`config.mk`:
```
export PLATFORM = sky130hd
export DESIGN_NAME = car_sequencer
export DESIGN_NICKNAME = d
export VERILOG_FILES = /design/src/rtl/car_sequencer.sv
export SDC_FILE = /design/constraint.sdc
export NUM_CORES = 1
export LEC_CHECK = 0
export ABC_AREA = 1
export CAP_MARGIN = 20
export CELL_PAD_IN_SITES_DETAIL_PLACEMENT = 1
export CELL_PAD_IN_SITES_GLOBAL_PLACEMENT = 1
export CORE_ASPECT_RATIO = 0.6
export CORE_MARGIN = 5
export CORE_UTILIZATION = 32
export CTS_BUF_LIST = sky130_fd_sc_hd__clkbuf_4 sky130_fd_sc_hd__clkbuf_8 sky130_fd_sc_hd__clkbuf_16
export CTS_CLUSTER_DIAMETER = 120
export DETAILED_ROUTE_END_ITERATION = 8
export PLACE_DENSITY = 0.92
export SETUP_SLACK_MARGIN = 0.2
export SLEW_MARGIN = 15
export SYNTH_ARGS = -nofsm -noshare
export SYNTH_HDL_FRONTEND = slang
export SYNTH_SLANG_ARGS = --single-unit
```
`constraint.sdc`:
```
create_clock -name MCLK -period 2.72 [get_ports MCLK]
set_input_delay 0.544 -clock MCLK [delete_from_list [all_inputs] [get_ports MCLK]]
set_output_delay 0.544 -clock MCLK [all_outputs]
set_load 0.01 [all_outputs]
```
`src/rtl/car_sequencer.sv`:
```
// Control Address Register microsequencer: fetch/execute stepping with IR latch,
// memory-wait stall, boundary-only interrupt entry, illegal-opcode trap and step watchdog.
module car_sequencer #(
    parameter int CAR_BITS  = 6,
    parameter int CAR_FETCH = 0,
    parameter int CAR_IRQ0  = 60,
    parameter int CAR_TRAP0 = 62,
    parameter int MAX_STEPS = 16
) (
    input  logic                MCLK,
    input  logic                RST_n,
    input  logic [15:0]         IW,
    input  logic                iw_valid,
    input  logic [CAR_BITS-1:0] start_car,
    input  logic [CAR_BITS-1:0] uop_next,
    input  logic                uop_last,
    input  logic                stall,
    input  logic                irq_req,
    output logic [CAR_BITS-1:0] CAR,
    output logic [15:0]         IR,
    output logic                iw_accept,
    output logic                irq_ack,
    output logic                illegal,
    output logic                wdt_fault,
    output logic                busy
);

    localparam int STEP_W = $clog2(MAX_STEPS + 1);
    localparam logic [CAR_BITS-1:0] CAR_FETCH_C = CAR_BITS'(CAR_FETCH);
    localparam logic [CAR_BITS-1:0] CAR_IRQ0_C  = CAR_BITS'(CAR_IRQ0);
    localparam logic [CAR_BITS-1:0] CAR_TRAP0_C = CAR_BITS'(CAR_TRAP0);
    localparam logic [STEP_W-1:0]   STEP_MAX_C  = STEP_W'(MAX_STEPS);
    localparam logic [STEP_W-1:0]   STEP_ONE_C  = STEP_W'(1);

    typedef enum logic [0:0] {
        ST_FETCH = 1'b0,
        ST_EXEC  = 1'b1
    } state_e;

    state_e              state_q, state_d;
    logic [CAR_BITS-1:0] car_q, car_d;
    logic [15:0]         ir_q, ir_d;
    logic [STEP_W-1:0]   step_cnt_q, step_cnt_d;
    logic                iw_accept_q, iw_accept_d;
    logic                irq_ack_q, irq_ack_d;
    logic                illegal_q, illegal_d;
    logic                wdt_fault_q, wdt_fault_d;

    // Next-state decode; stall leaves every register at its held value with pulses cleared.
    always_comb begin
        state_d     = state_q;
        car_d       = car_q;
        ir_d        = ir_q;
        step_cnt_d  = step_cnt_q;
        iw_accept_d = 1'b0;
        irq_ack_d   = 1'b0;
        illegal_d   = 1'b0;
        wdt_fault_d = 1'b0;
        if (!stall) begin
            case (state_q)
                ST_FETCH: begin
                    // Interrupt wins over a delivered word; the fetch stays unconsumed.
                    if (irq_req) begin
                        car_d      = CAR_IRQ0_C;
                        irq_ack_d  = 1'b1;
                        state_d    = ST_EXEC;
                        step_cnt_d = STEP_ONE_C;
                    end else if (iw_valid) begin
                        ir_d        = IW;
                        iw_accept_d = 1'b1;
                        state_d     = ST_EXEC;
                        step_cnt_d  = STEP_ONE_C;
                        if (start_car == CAR_FETCH_C) begin
                            illegal_d = 1'b1;
                            car_d     = CAR_TRAP0_C;
                        end else begin
                            car_d = start_car;
                        end
                    end else begin
                        car_d = CAR_FETCH_C;
                    end
                end
                ST_EXEC: begin
                    if (uop_last) begin
                        car_d      = CAR_FETCH_C;
                        state_d    = ST_FETCH;
                        step_cnt_d = '0;
                    end else if (step_cnt_q == STEP_MAX_C) begin
                        wdt_fault_d = 1'b1;
                        car_d       = CAR_FETCH_C;
                        state_d     = ST_FETCH;
                        step_cnt_d  = '0;
                    end else begin
                        car_d      = uop_next;
                        step_cnt_d = (step_cnt_q == STEP_MAX_C) ? step_cnt_q : step_cnt_q + STEP_ONE_C;
                    end
                end
                default: begin
                    state_d    = ST_FETCH;
                    car_d      = CAR_FETCH_C;
                    step_cnt_d = '0;
                end
            endcase
        end else begin
            state_d = state_q;
        end
    end

    // State, CAR, IR, step counter and pulse registers.
    always_ff @(posedge MCLK or negedge RST_n) begin
        if (!RST_n) begin
            state_q     <= ST_FETCH;
            car_q       <= CAR_FETCH_C;
            ir_q        <= 16'h0000;
            step_cnt_q  <= '0;
            iw_accept_q <= 1'b0;
            irq_ack_q   <= 1'b0;
            illegal_q   <= 1'b0;
            wdt_fault_q <= 1'b0;
        end else begin
            state_q     <= state_d;
            car_q       <= car_d;
            ir_q        <= ir_d;
            step_cnt_q  <= step_cnt_d;
            iw_accept_q <= iw_accept_d;
            irq_ack_q   <= irq_ack_d;
            illegal_q   <= illegal_d;
            wdt_fault_q <= wdt_fault_d;
        end
    end

    assign CAR       = car_q;
    assign IR        = ir_q;
    assign iw_accept = iw_accept_q;
    assign irq_ack   = irq_ack_q;
    assign illegal   = illegal_q;
    assign wdt_fault = wdt_fault_q;
    assign busy      = (state_q != ST_FETCH);

endmodule
```
* Word-level counts from Yosys, hierarchy flattened
Cells that the tools add are included.
Operators by class: shift-type cells 0, divide/modulo/power cells 0, order comparisons 0, eq/ne operators 2, multiply operators 0, bitwise operators 3, add/sub/neg operators 1, mux-type cells 31, reduce and logical (&&, ||, !) cells 3
Operator list (count):
- 6-bit 2-to-1 mux | 5
- 5-bit 2-to-1 mux | 4
- 1-bit 2-to-1 mux | 19
- 6-bit one-hot mux with 2 select lines | 1
- 5-bit one-hot mux with 2 select lines | 1
- 6-bit zero test | 1
- 5-bit by 1-bit adder with 5-bit output, second input constant | 1
- 5-bit == test, second input constant | 1
- 4-bit AND reduction | 1
- 3-bit inequality test, second input constant | 1
- 1-bit inverter | 3
- 1-bit one-hot mux with 2 select lines | 1
- 2-bit AND reduction | 1
Storage, ports and cells: memories kept 0, flip-flop bits (word level) 32, memory bits (writable) 0, input bits 34, logic and storage cells 48, bits in latches 0, memory bits (read-only) 0

* Depth between registers and ports, before layout
Gate-level depths: netlist of run 1.
word-level depth 6, mapped depth 8

* Worst setup path before layout of run 1
No wires, ideal clock.
path kind register to register, from register state_q, in the netlist busy, to register ir_q[0], in the netlist IR[0], stages on the path, launching flop included 6, data required time 2.604 ns, data arrival time 1.102 ns, period minus slack after synthesis 1.218 ns, path slack 1.502 ns, cells stage by stage dfrtp_1 > nor2_4 > nand3_4 > buf_2 > nand2_1 > nand2_1
Between the ends: cells in the longest elaborated chain, start to end 2
RTL lines:
- start, declared | line 40 | state_e state_q, state_d;
- start signal, assigned | line 121 | state_q <= state_d;
- 1-bit inverter (no source line)
- 4-bit AND reduction (no source line)
- end signal, assigned | line 123 | ir_q <= ir_d;
- end, declared | line 42 | logic [15:0] ir_q, ir_d;
No other way between the ends. A chain may end at the register's enable or synchronous reset.

* Final worst setup path of run 1
from register state_q, in the netlist busy, to output port busy
RTL lines:
- end, declared | line 25 | output logic busy
No word-level cell between the ends.

==> key figures, run 1 <==
Run status
  • Outcome: completed

Worst setup path
  • Endpoint class of the critical path: output pin
  • WP data required: 2.18 ns
  • Crit path max-delay cell type: clkdlybuf4s50_1
  • Worst R2R Path Depth: 5
  • Crit-path cells: clkdlybuf4s50_1
  • Worst setup path class: flop to output pin
  • Worst path max stage delay: 0.62 ns
  • Critical path startpoint category: flop
  • Worst r2r src: step_cnt_q[0]$_DFFE_PN0P_
  • Crit Path Max Fanout: 7
  • Top Family by Delay on Critical Path: buffers and inverters
  • Register-to-register setup slack: 1.05 ns
  • Worst path buffer plus inverter count: 1
  • Worst r2r dst: step_cnt_q[4]$_DFFE_PN0P_
  • Critical path data arrival time: 1.42 ns

STA
  • Slew of the pin with the lowest slew margin: 0.5281 ns
  • Tmin final: 1.963 ns
  • Fmax: 509.3 MHz
  • Final worst-path cycle share: 0.7218
  • Slew Limit Fails: 0
  • Max-Slew Margin vs Limit: 0.6469
  • Worst clock skew: 0.004270 ns
  • Setup violators final: 0
  • RSZ-0062 raised after global routing: false
  • Setup TNS: 0 ns
  • Final Hold Vio Count: 0

Drt
  • Drt pass-1 iters: 4
  • Via count: 1446
  • WL final: 4.708 mm
  • Detailed-route DRC error count: 0
  • Detailed Route Iter0 Violations: 64
  • Drt wl/cell: 15.24 um
  • Number of antenna-violating nets in the routed design: 0
  • Vias/cell: 4.680

Clock network
  • Post-CTS sizing: 0
  • # hold bufs at CTS: 0
  • Buffer depth of the longest clock path: 2
  • Root buffer cell: clkbuf_8
  • H-tree Lvls: 2
  • Clock buffer count from CTS: 5
  • CTS tree: done
  • Setup Buffers After CTS: 0
  • Clock transition at the registers of the reported paths: 0.06 ns
  • Clock insertion delay at the later pin of the skew report: 0.28 ns
  • CTS Sinks: 32

Global route
  • GRT met3 Usage: 0.05128
  • Total track usage: 0.1626
  • First-pass GRT wire length: 8.086 mm
  • Antenna violations before repair: 0
  • Met2 GRT Util: 0.2686
  • Total grt overflow: 0
  • Largest net degree at the start of global routing: 33
  • GRT met1 Usage: 0.2130
  • Vias in the first global route: 1610
  • GRT busiest layer: met2

Synth
  • Multiplexer share of the synthesized area: 0
  • Distinct cells, synth: 21
  • Simple-gate share of the synthesized area: 0.3421
  • Post-synth top flop: dfrtp_1
  • Syn Std Cell Area: 1481 sq um
  • Syn_nets: 217
  • Post-Synthesis Mean Instance Area: 8.185 sq um
  • Gate count of the mapped netlist: 181
  • Largest family of logic cells by synthesized area: simple AND/OR/NAND/NOR gates
  • Sequential fraction of the synthesis area: 0.5405
  • FFs w/ async S/R, synth: 1.000
  • Post-synthesis xor/xnor area fraction: 0
  • Compound-Gate Fraction of Synth Area: 0.04392
  • EDFF count, synth: 0
  • Adder-cell share of the synthesized area: 0.01689
  • Synth warn: 0
  • Synthesized flop and latch total: 32

Die
  • Die Area: 6135 sq um
  • Die height: 62.71 um
  • Core area: 4517 sq um
  • Starting density of the core: 0.3280
  • Cell Rows: 19
  • DIE WIDTH: 97.84 um
  • I/O pins: 61

Layout
  • Fin area: 2243 sq um
  • Share of layout cells above drive strength 1: 0.06911
  • Most frequent cells in the layout: 86 x nand2_1, 60 x clkdlybuf4s50_1, 32 x dfrtp_1, 13 x nand3_1, 11 x inv_1
  • Antenna diodes: 0
  • Nets: 282
  • Fillers: 547
  • Non-Filler Instances: 309
  • Most common cell after layout, fill and taps aside: nand2_1
  • P&R area growth vs syn: 51.44%

Place
  • Cells after DPL: 302
  • Port Buf Inserts: 60
  • Placed Area: 2147 sq um
  • Dpl hpwl: 3.592 mm
  • GP Congestion: 0.7902

Flow run
  • Max cap viols: 0

Worst hold path
  • Hold Path Class: flop to flop
  • Hold_sp: IR[11]$_DFFE_PN0P_
  • Hold path depth: 2
  • Hold endpoint: IR[11]$_DFFE_PN0P_

Power
  • Power per cell area: 660.6 nW/um^2
  • Worst VDD drop: 367.0 uV
  • LEAKAGE: 0.001070 uW
Yosys cell counts (2+ instances only):
cell      n  area, sq um
nor3_1    2        10.01
nand2_1  86        322.8
inv_1    11        41.29
dfrtp_1  32        800.8
nand4_1   4        25.02
nor2_4    2        22.52
o21ai_0   4        20.02
buf_2     2        10.01
nand3_1  13        65.06
inv_2     2        7.510
a21oi_1   3        15.01
nor2_1   10        37.54
ha_1      2        25.02
stage by stage:
step | hold WS (ns) | utilization | power (uW) | worst slack (ns)
6_report | 0.4811 | 0.4967 | 1482 | 0.7566
5_1_grt | 0.5141 | 0.4967 | 1565 | 0.6997
4_1_cts | 0.4853 | 0.4967 | 1496 | 0.7480
3_5_place_dp | 0.4727 | 0.4753 | 1097 | 0.6542
3_3_place_gp | 0.4672 | 0.4753 | 1073 | 0.7637
2_1_floorplan | 0.2484 | - | 806.4 | 1.502
state kept, by name, indices dropped and copies added (netlist names):
signal,flops
CAR,6
IR,16
busy,1
illegal,1
irq_ack,1
iw_accept,1
step_cnt_q,5
wdt_fault,1
worst max path at each step:
| stage | from | to | slack, ns | cells past startpoint |
|---|---|---|---|---|
| finish | busy$_DFFE_PN0N_ | busy | 0.76 | 1 |
| global route | busy$_DFFE_PN0N_ | busy | 0.70 | 1 |
| CTS | busy$_DFFE_PN0N_ | busy | 0.75 | 1 |
| detailed placement | irq_req | CAR[0]$_DFFE_PN0N_ | 0.65 | 6 |
| global placement | irq_req | CAR[1]$_DFFE_PN0N_ | 0.76 | 6 |
| floorplan | busy$_DFFE_PN0N_ | IR[0]$_DFFE_PN0P_ | 1.50 | 5 |
area by class of cell:
class,count,area [sq um],area share
multi-input combinational,131,596.8,0.2660
clock buffer,7,96.34,0.04294
timing repair buffer,62,615.6,0.2744
sequential,32,800.8,0.3569
inverter,14,55.05,0.02454
tap,63,78.83,0.03514
routing by layer:
layer	routed length [um]	part of all wire
met4	14	0.0030
met1	2215	0.47
met3	261	0.055
met5	0	0
met2	2216	0.47
logic make-up (layout without fill, tap and decap cells):
logic type | after synthesis | in the layout
buffers and inverters | 18 | 83
AOI/OAI and AO/OA | 10 | 10
and+or+nand+nor | 119 | 119
DFF | 32 | 32
adders and majority gates | 2 | 2
power by group:
part           internal (uW)  switching (uW)  total [uW]
Sequential               568            71.8         639
Combinational            242             203         445
Clock                    225             172         397
(Power assumes the default switching activity.)
==> run 2: changes to the inputs <==
- CORE_UTILIZATION: 32 -> 30
- PLACE_DENSITY: 0.92 -> 0.87
- clock period: 2.72 -> 2 ns (I/O delays scaled with it)
==> key figures, run 2 (synthesis results as in run 1) <==
Run status
  • Outcome: completed

Drt
  • Vias/cell: 4.662 (-0.37%)
  • Drt wl/cell: 14.54 um (-4.6%)
  • Number of antenna-violating nets in the routed design: 0 (unchanged)
  • WL final: 4.566 mm (-3.0%)
  • Drt pass-1 iters: 4 (unchanged)
  • Detailed-route DRC error count: 0 (unchanged)
  • Detailed Route Iter0 Violations: 62 (-3.1%)
  • Via count: 1464 (+1.2%)

Worst setup path
  • Crit Path Max Fanout: 7 (unchanged)
  • Critical path startpoint category: flop
  • Critical path data arrival time: 1.33 ns (-0.09 ns)
  • Critical path depth: 1 (unchanged)
  • Crit path max-delay cell type: clkdlybuf4s50_1
  • WP data required: 1.60 ns (-0.58 ns)
  • Worst R2R Path Depth: 6 (+1)
  • Top Family by Delay on Critical Path: buffers and inverters
  • Worst path buffer plus inverter count: 1 (unchanged)
  • Crit-path cells: clkdlybuf4s50_1
  • Worst setup path class: flop to output pin
  • Worst path max stage delay: 0.57 ns (-0.05 ns)
  • Endpoint class of the critical path: output pin

Layout
  • Multi-input logic area: 596.8 sq um (unchanged)
  • FF/Latch Area: 802.0 sq um (+0.16%)
  • P&R area growth vs syn: 53.29%
  • Most common cell after layout, fill and taps aside: nand2_1
  • Finished Core Util: 0.4849 (-0.01177)
  • Most frequent cells in the layout: 86 x nand2_1, 60 x clkdlybuf4s50_1, 31 x dfrtp_1, 13 x nand3_1, 11 x inv_1
  • Fin area: 2271 sq um (+1.2%)
  • Fillers: 573 (+4.8%)
  • Antenna diodes: 0 (unchanged)
  • Max reg flops: 16 (unchanged)
  • Share of layout cells above drive strength 1: 0.09163 (+0.02253)
  • Nets: 286 (+1.4%)

Worst hold path
  • Hold Path Class: flop to flop
  • Hold path depth: 2 (unchanged)

Global route
  • Antenna violations before repair: 0 (unchanged)
  • First-pass GRT wire length: 7.562 mm (-6.5%)
  • Total track usage: 0.1465 (-0.01613)
  • Largest net degree at the start of global routing: 33 (unchanged)
  • Vias in the first global route: 1517 (-5.8%)
  • Total grt overflow: 0 (unchanged)

Die
  • Die Area: 6489 sq um (+5.8%)
  • Starting density of the core: 0.3163 (-0.01165)
  • Die height: 64.43 um (+2.8%)
  • Cell Rows: 19 (unchanged)
  • Core area: 4683 sq um (+3.7%)
  • I/O pins: 61 (unchanged)
  • DIE WIDTH: 100.7 um (+2.9%)

Power
  • Power per cell area: 871.9 nW/um^2 (+32%)
  • LEAKAGE: 0.001086 uW (+1.5%)
  • Worst VDD drop: 484.0 uV (+32%)

Clock network
  • Root buffer cell: clkbuf_8
  • Clock transition at the registers of the reported paths: 0.07 ns (about the same)
  • CTS Sinks: 32 (unchanged)
  • Clock buffer count from CTS: 5 (unchanged)
  • Buffer depth of the longest clock path: 2 (unchanged)
  • # hold bufs at CTS: 0 (unchanged)
  • CTS tree: done
  • Clock insertion delay at the later pin of the skew report: 0.28 ns (about the same)
  • H-tree Lvls: 2 (unchanged)

STA
  • Final worst-path cycle share: 0.8634
  • Setup violators final: 0 (unchanged)
  • Slew Limit Fails: 0 (unchanged)
  • Final Hold Vio Count: 0 (unchanged)
  • Worst clock skew: 0.002969 ns (-0.001301 ns)
  • Worst setup margin: 0.2733 ns (-0.4834 ns)
  • Tmin final: 1.727 ns
  • Max-Slew Margin vs Limit: 0.7243 (+0.07746)
  • RSZ-0062 raised after global routing: false
  • Slew of the pin with the lowest slew margin: 0.4135 ns (-0.1146 ns)
  • Setup TNS: 0 ns (unchanged)
  • Hold WS: 0.4805 ns (-0.0005860 ns)
  • Fmax: 579.1 MHz

Place
  • Dpl hpwl: 3.529 mm (-1.8%)
  • Placed Area: 2155 sq um (+0.35%)
  • Post-Place Setup Slack: 0.2575 ns (-0.3967 ns)
  • GP Congestion: 0.8537 (+8.0%)
  • Port Buf Inserts: 60 (unchanged)

Flow run
  • Max cap viols: 0 (unchanged)
==> run 2: changes by cell type in the layout (fill, tap and decap cells not counted), sizes merged <==
cell | before | now
clkbuf | 7 | 6
clkinv | 0 | 2
buf | 2 | 6
==> run 2: worst paths after layout <==
| check | start | endpoint | slack [ns] |
|---|---|---|---|
| min in group asynchronous | RST_n | step_cnt_q[3]$_DFFE_PN0P_ | 0.51 |
| worst min register to register | IR[9]$_DFFE_PN0P_ | IR[9]$_DFFE_PN0P_ | 0.48 |
| worst max-delay path | busy$_DFFE_PN0N_ | busy | 0.27 |
| max in group asynchronous | RST_n | busy$_DFFE_PN0N_ | 1.17 |
| worst max register to register | step_cnt_q[0]$_DFFE_PN0P_ | busy$_DFFE_PN0N_ | 0.52 |
| worst min-delay path | IR[9]$_DFFE_PN0P_ | IR[9]$_DFFE_PN0P_ | 0.48 |
==> run 2: stage by stage <==
step           power, uW  std cells
6_report            1980        314
5_1_grt             2106        314
3_3_place_gp        1462        303
4_1_cts             2010        311
3_5_place_dp        1483        303
2_1_floorplan       1097        181
==> run 2: cell type report <==
cell class	instances	share of cell area
clock buffer	6	0.03636
clock inverter	2	0.004408
timing repair buffer	66	0.2843
multi-input combinational	131	0.2628
tap	63	0.03471
sequential	32	0.3532
inverter	14	0.02424
==> run 2: timing repair <==
item,CTS,global route
setup buffers,0,3
setup endpoints to repair,1,2
hold endpoints to repair,0,0
resized for setup,1,0
pin swaps,0,1
==> run 2: per-layer routing <==
| metal | GRT usage | wire [um] |
|---|---|---|
| met4 | 0.04538 | 59 |
| met2 | 0.2139 | 2000 |
| met1 | 0.2057 | 2222 |
| met5 | 0 | 0 |
| met3 | 0.04823 | 284 |
==> run 2: power by group <==
part / internal [uW] / switching (uW)
clock network: 274 / 239
registers: 772 / 89.7
logic: 332 / 273
==> patch 1: new RTL, config.mk and constraints of run 2 <==
`MAX_STEPS`: 16 -> 8.
--- a/src/rtl/car_sequencer.sv
+++ b/src/rtl/car_sequencer.sv
@@ -7,3 +7,3 @@
     parameter int CAR_TRAP0 = 62,
-    parameter int MAX_STEPS = 16
+    parameter int MAX_STEPS = 8
 ) (
Check against the original RTL: not equivalent (a bounded check fails within 10 cycles, from zero or initial values and one cycle with RST_n low).
==> patch 1 against run 2 <==
Wire length down 6.5%; global-route usage down 0.53 points; synthesized area down 4.3%; setup slack better by 0.11 ns; hold slack better by 0.0095 ns; non-clock buffer count down 3; core utilization down 0.74 points; sequential cell count down 1; cell area down 4.0%; power down 3.5%; die area down 3.8%; highest routed layer unchanged.
==> patch 1: results (changes against run 2) <==
[outcome]
status = complete, no violations

[global_routing]
use_met1_pct = 18.4  ; -2.1 points
grt_pass1_wl_mm = 6.92  ; -8.5%
use_met2_pct = 21.0  ; -0.41 points
grt_max_degree = 32  ; -3.0%
grt_pass1_vias = 1414  ; -6.8%
grtUsageMet3_pct = 5.95  ; +1.1 points
track_usage_pct = 14.1  ; -0.53 points

[cells_and_area]
multi_input_area_sq_um = 546  ; -8.6%
layout-drive-gt1-share_pct = 7.38  ; -1.8 points
finalNonFillerCells = 307  ; -2.2%
nFillCells = 561  ; -2.1%

[route]
met1_length_mm = 2.04  ; -8.3%
vias_per_cell = 4.49  ; -3.7%
dr_wl_met2_mm = 1.92  ; -4.3%
wl_per_cell_um = 13.9  ; -4.4%
met3WireLength_um = 279  ; -1.8%

[power]
ir_drop_v = 0.000335  ; -31%
pg_comb_uw = 617  ; +2%
power.density_nw_per_um2 = 876  ; +0.50%
clk-power_uw = 461  ; -10%
leakagePower_nw = 1.08  ; -0.83%

[place]
hpwl_mm = 3.38  ; -4.2%
routabilityCongestion = 0.835  ; -2.2%
pre_cts_slack_ns = 0.246  ; -0.0111 ns

[critical_path]
critPathMaxFanout = 3  ; -4

[yosys]
yosysSeqAreaShare_pct = 54.7  ; +0.67 points
synthTopCellsByCount = nand2_1, dfrtp_1, nor2_1, inv_1, nand3_1

[clocking]
cts_resized = 0  ; -1

[timing]
max_slew_margin_pct = 73.7  ; +1.3 points
skew_ns = 0.00896  ; +0.00599 ns

patch 1: area by class of cell:
class / count / share of cell area [%]
Sequential cell: 31 / 35.6
Timing Repair Buffer: 63 / 28.6
Multi-Input combinational cell: 124 / 25.0
Tap cell: 63 / 3.62
Inverter: 18 / 3.33
Clock buffer: 5 / 3.16
Clock inverter: 3 / 0.689
patch 1: path summary, 6_finish.rpt:
path / endpoint / slack (ns) / cells past startpoint
max: busy / 0.38 / 1
min: IR[12]$_DFFE_PN0P_ / 0.49 / 2
max reg2reg: busy$_DFFE_PN0N_ / 0.47 / 7
min reg2reg: IR[12]$_DFFE_PN0P_ / 0.49 / 2
max in group asynchronous: CAR[3]$_DFFE_PN0N_ / 1.20 / 2
min in group asynchronous: CAR[5]$_DFFE_PN0N_ / 0.51 / 2
patch 1: kinds of logic after synthesis:
family,count (synthesis),share of synthesized area (%)
AO/OA/AOI/OAI,10,3.80
buffers and inverters,21,6.80
adder cells (fa/ha/maj),2,1.76
AND/OR/NAND/NOR,112,32.9
flip-flops,31,54.7
==> patch 2: new RTL, config.mk and constraints of run 2 <==
Made on the original files. Register the input `irq_req` before use, cleared by the reset. The logic sees it one clock later. The other inputs are not delayed to match.
--- a/src/rtl/car_sequencer.sv
+++ b/src/rtl/car_sequencer.sv
@@ -39,2 +39,12 @@
 
+    logic irq_req_q;
+
+    always_ff @(posedge MCLK or negedge RST_n) begin
+        if (!RST_n) begin
+            irq_req_q <= '0;
+        end else begin
+            irq_req_q <= irq_req;
+        end
+    end
+
     state_e              state_q, state_d;
@@ -62,3 +72,3 @@
                     // Interrupt wins over a delivered word; the fetch stays unconsumed.
-                    if (irq_req) begin
+                    if (irq_req_q) begin
                         car_d      = CAR_IRQ0_C;
Behaviour: not the same (a bounded check fails within 4 cycles, from zero or initial values and one cycle with RST_n low).
==> patch 2 against run 2 <==
Synthesized area is 0.76% higher; sequential cell count grew 1; cell area down 1.6%; cell count shrank 0.64%; wire length down 1.2%; setup slack better by 0.024 ns; power shrank 3.4%; largest cell class unchanged; synthesized cell count rose by 1.1%.
==> patch 2: results (changes against run 2) <==
[outcome]
status = complete, no violations

[critical_path]
critPathMaxFanout = 5  ; -2
cp_data_arrival_time_ns = 1.30  ; -0.03 ns
r2r_slack_ns = 0.55  ; +0.03 ns

[place]
pre_cts_slack_ns = 0.361  ; +0.103 ns
routabilityCongestion = 0.801  ; -6.2%
placed_area_sq_um = 2150  ; -0.29%
hpwl_mm = 3.55  ; +0.55%
dp.cells = 304  ; +0.33%

[power]
power.density_nw_per_um2 = 856  ; -1.9%
leakagePower_nw = 1.09  ; +0.72%
pg_comb_uw = 560  ; -7.4%
ir_drop_v = 0.000348  ; -28%
netSwitchingPower_uw = 577  ; -4.0%

[route]
drt-total-wl_mm = 4.51  ; -1.2%
drt-initial-drc-count = 38  ; -39%
drc = 0  ; unchanged

[yosys]
synth_area_leaders = dfrtp_1, nand2_1, nand3_1
synth_cell_types = 20  ; -4.8%
synth_cells = 183  ; +1.1%

[clocking]
path_clk_slew_ns = 0.07  ; about the same
cts_resized = 0  ; -1
cts_buffers = 5  ; unchanged

[timing]
skew_ns = 0.00690  ; +0.00393 ns
max_freq_mhz = 587  ; +1.4%
max_slew_margin_pct = 71.6  ; -0.82 points
fin_hold_ws_ns = 0.486  ; +0.00590 ns

[global_routing]
track_usage_pct = 14.4  ; -0.22 points
grt_max_degree = 34  ; +3.0%

[cells_and_area]
nFillCells = 581  ; +1.4%

[patch 2: worst paths after layout]
kind                                      startpoint                 end  cells after the start
max                                 busy$_DFFE_PN0N_                busy                      1
min                                IR[8]$_DFFE_PN0P_   IR[8]$_DFFE_PN0P_                      2
max reg2reg                step_cnt_q[0]$_DFFE_PN0P_    busy$_DFFE_PN0N_                      7
min reg2reg                        IR[8]$_DFFE_PN0P_   IR[8]$_DFFE_PN0P_                      2
max in group asynchronous                      RST_n   IR[3]$_DFFE_PN0P_                      2
min in group asynchronous                      RST_n  CAR[4]$_DFFE_PN0N_                      2
[patch 2: kinds of logic after synthesis]
kind of cell | after synthesis | synth area share, %
xor+xnor | 1 | 0.587
fa+ha+maj | 2 | 1.68
compound gates | 7 | 2.43
flops | 33 | 55.3
simple gates | 121 | 33.3
buf+inv | 19 | 6.71
[patch 2: metal layers]
layer / up-vias / part of all wire, % / track usage (%)
met5: - / 0 / 0
met4: 0 / 1.7 / 3.81
met3: 9 / 8.3 / 5.14
met2: 51 / 41 / 22.5
met1: 650 / 49 / 19.1
li1: 696 / - / -
[patch 2: final cells by class]
| class | instances | area [sq um] | area share, % |
|---|---|---|---|
| Inverter | 15 | 61.3 | 2.74 |
| Sequential cell | 33 | 826 | 37.0 |
| Timing Repair Buffer | 62 | 616 | 27.5 |
| Clock buffer | 5 | 68.8 | 3.08 |
| Clock inverter | 3 | 17.5 | 0.784 |
| Multi-Input combinational cell | 131 | 567 | 25.4 |
| Tap cell | 63 | 78.8 | 3.53 |
[patch 2: worst min-delay path: stages, from the launching register on]
cell	delay [ns]
dfrtp_1	0.34
nand2_1	0.06
nand2_1	0.05
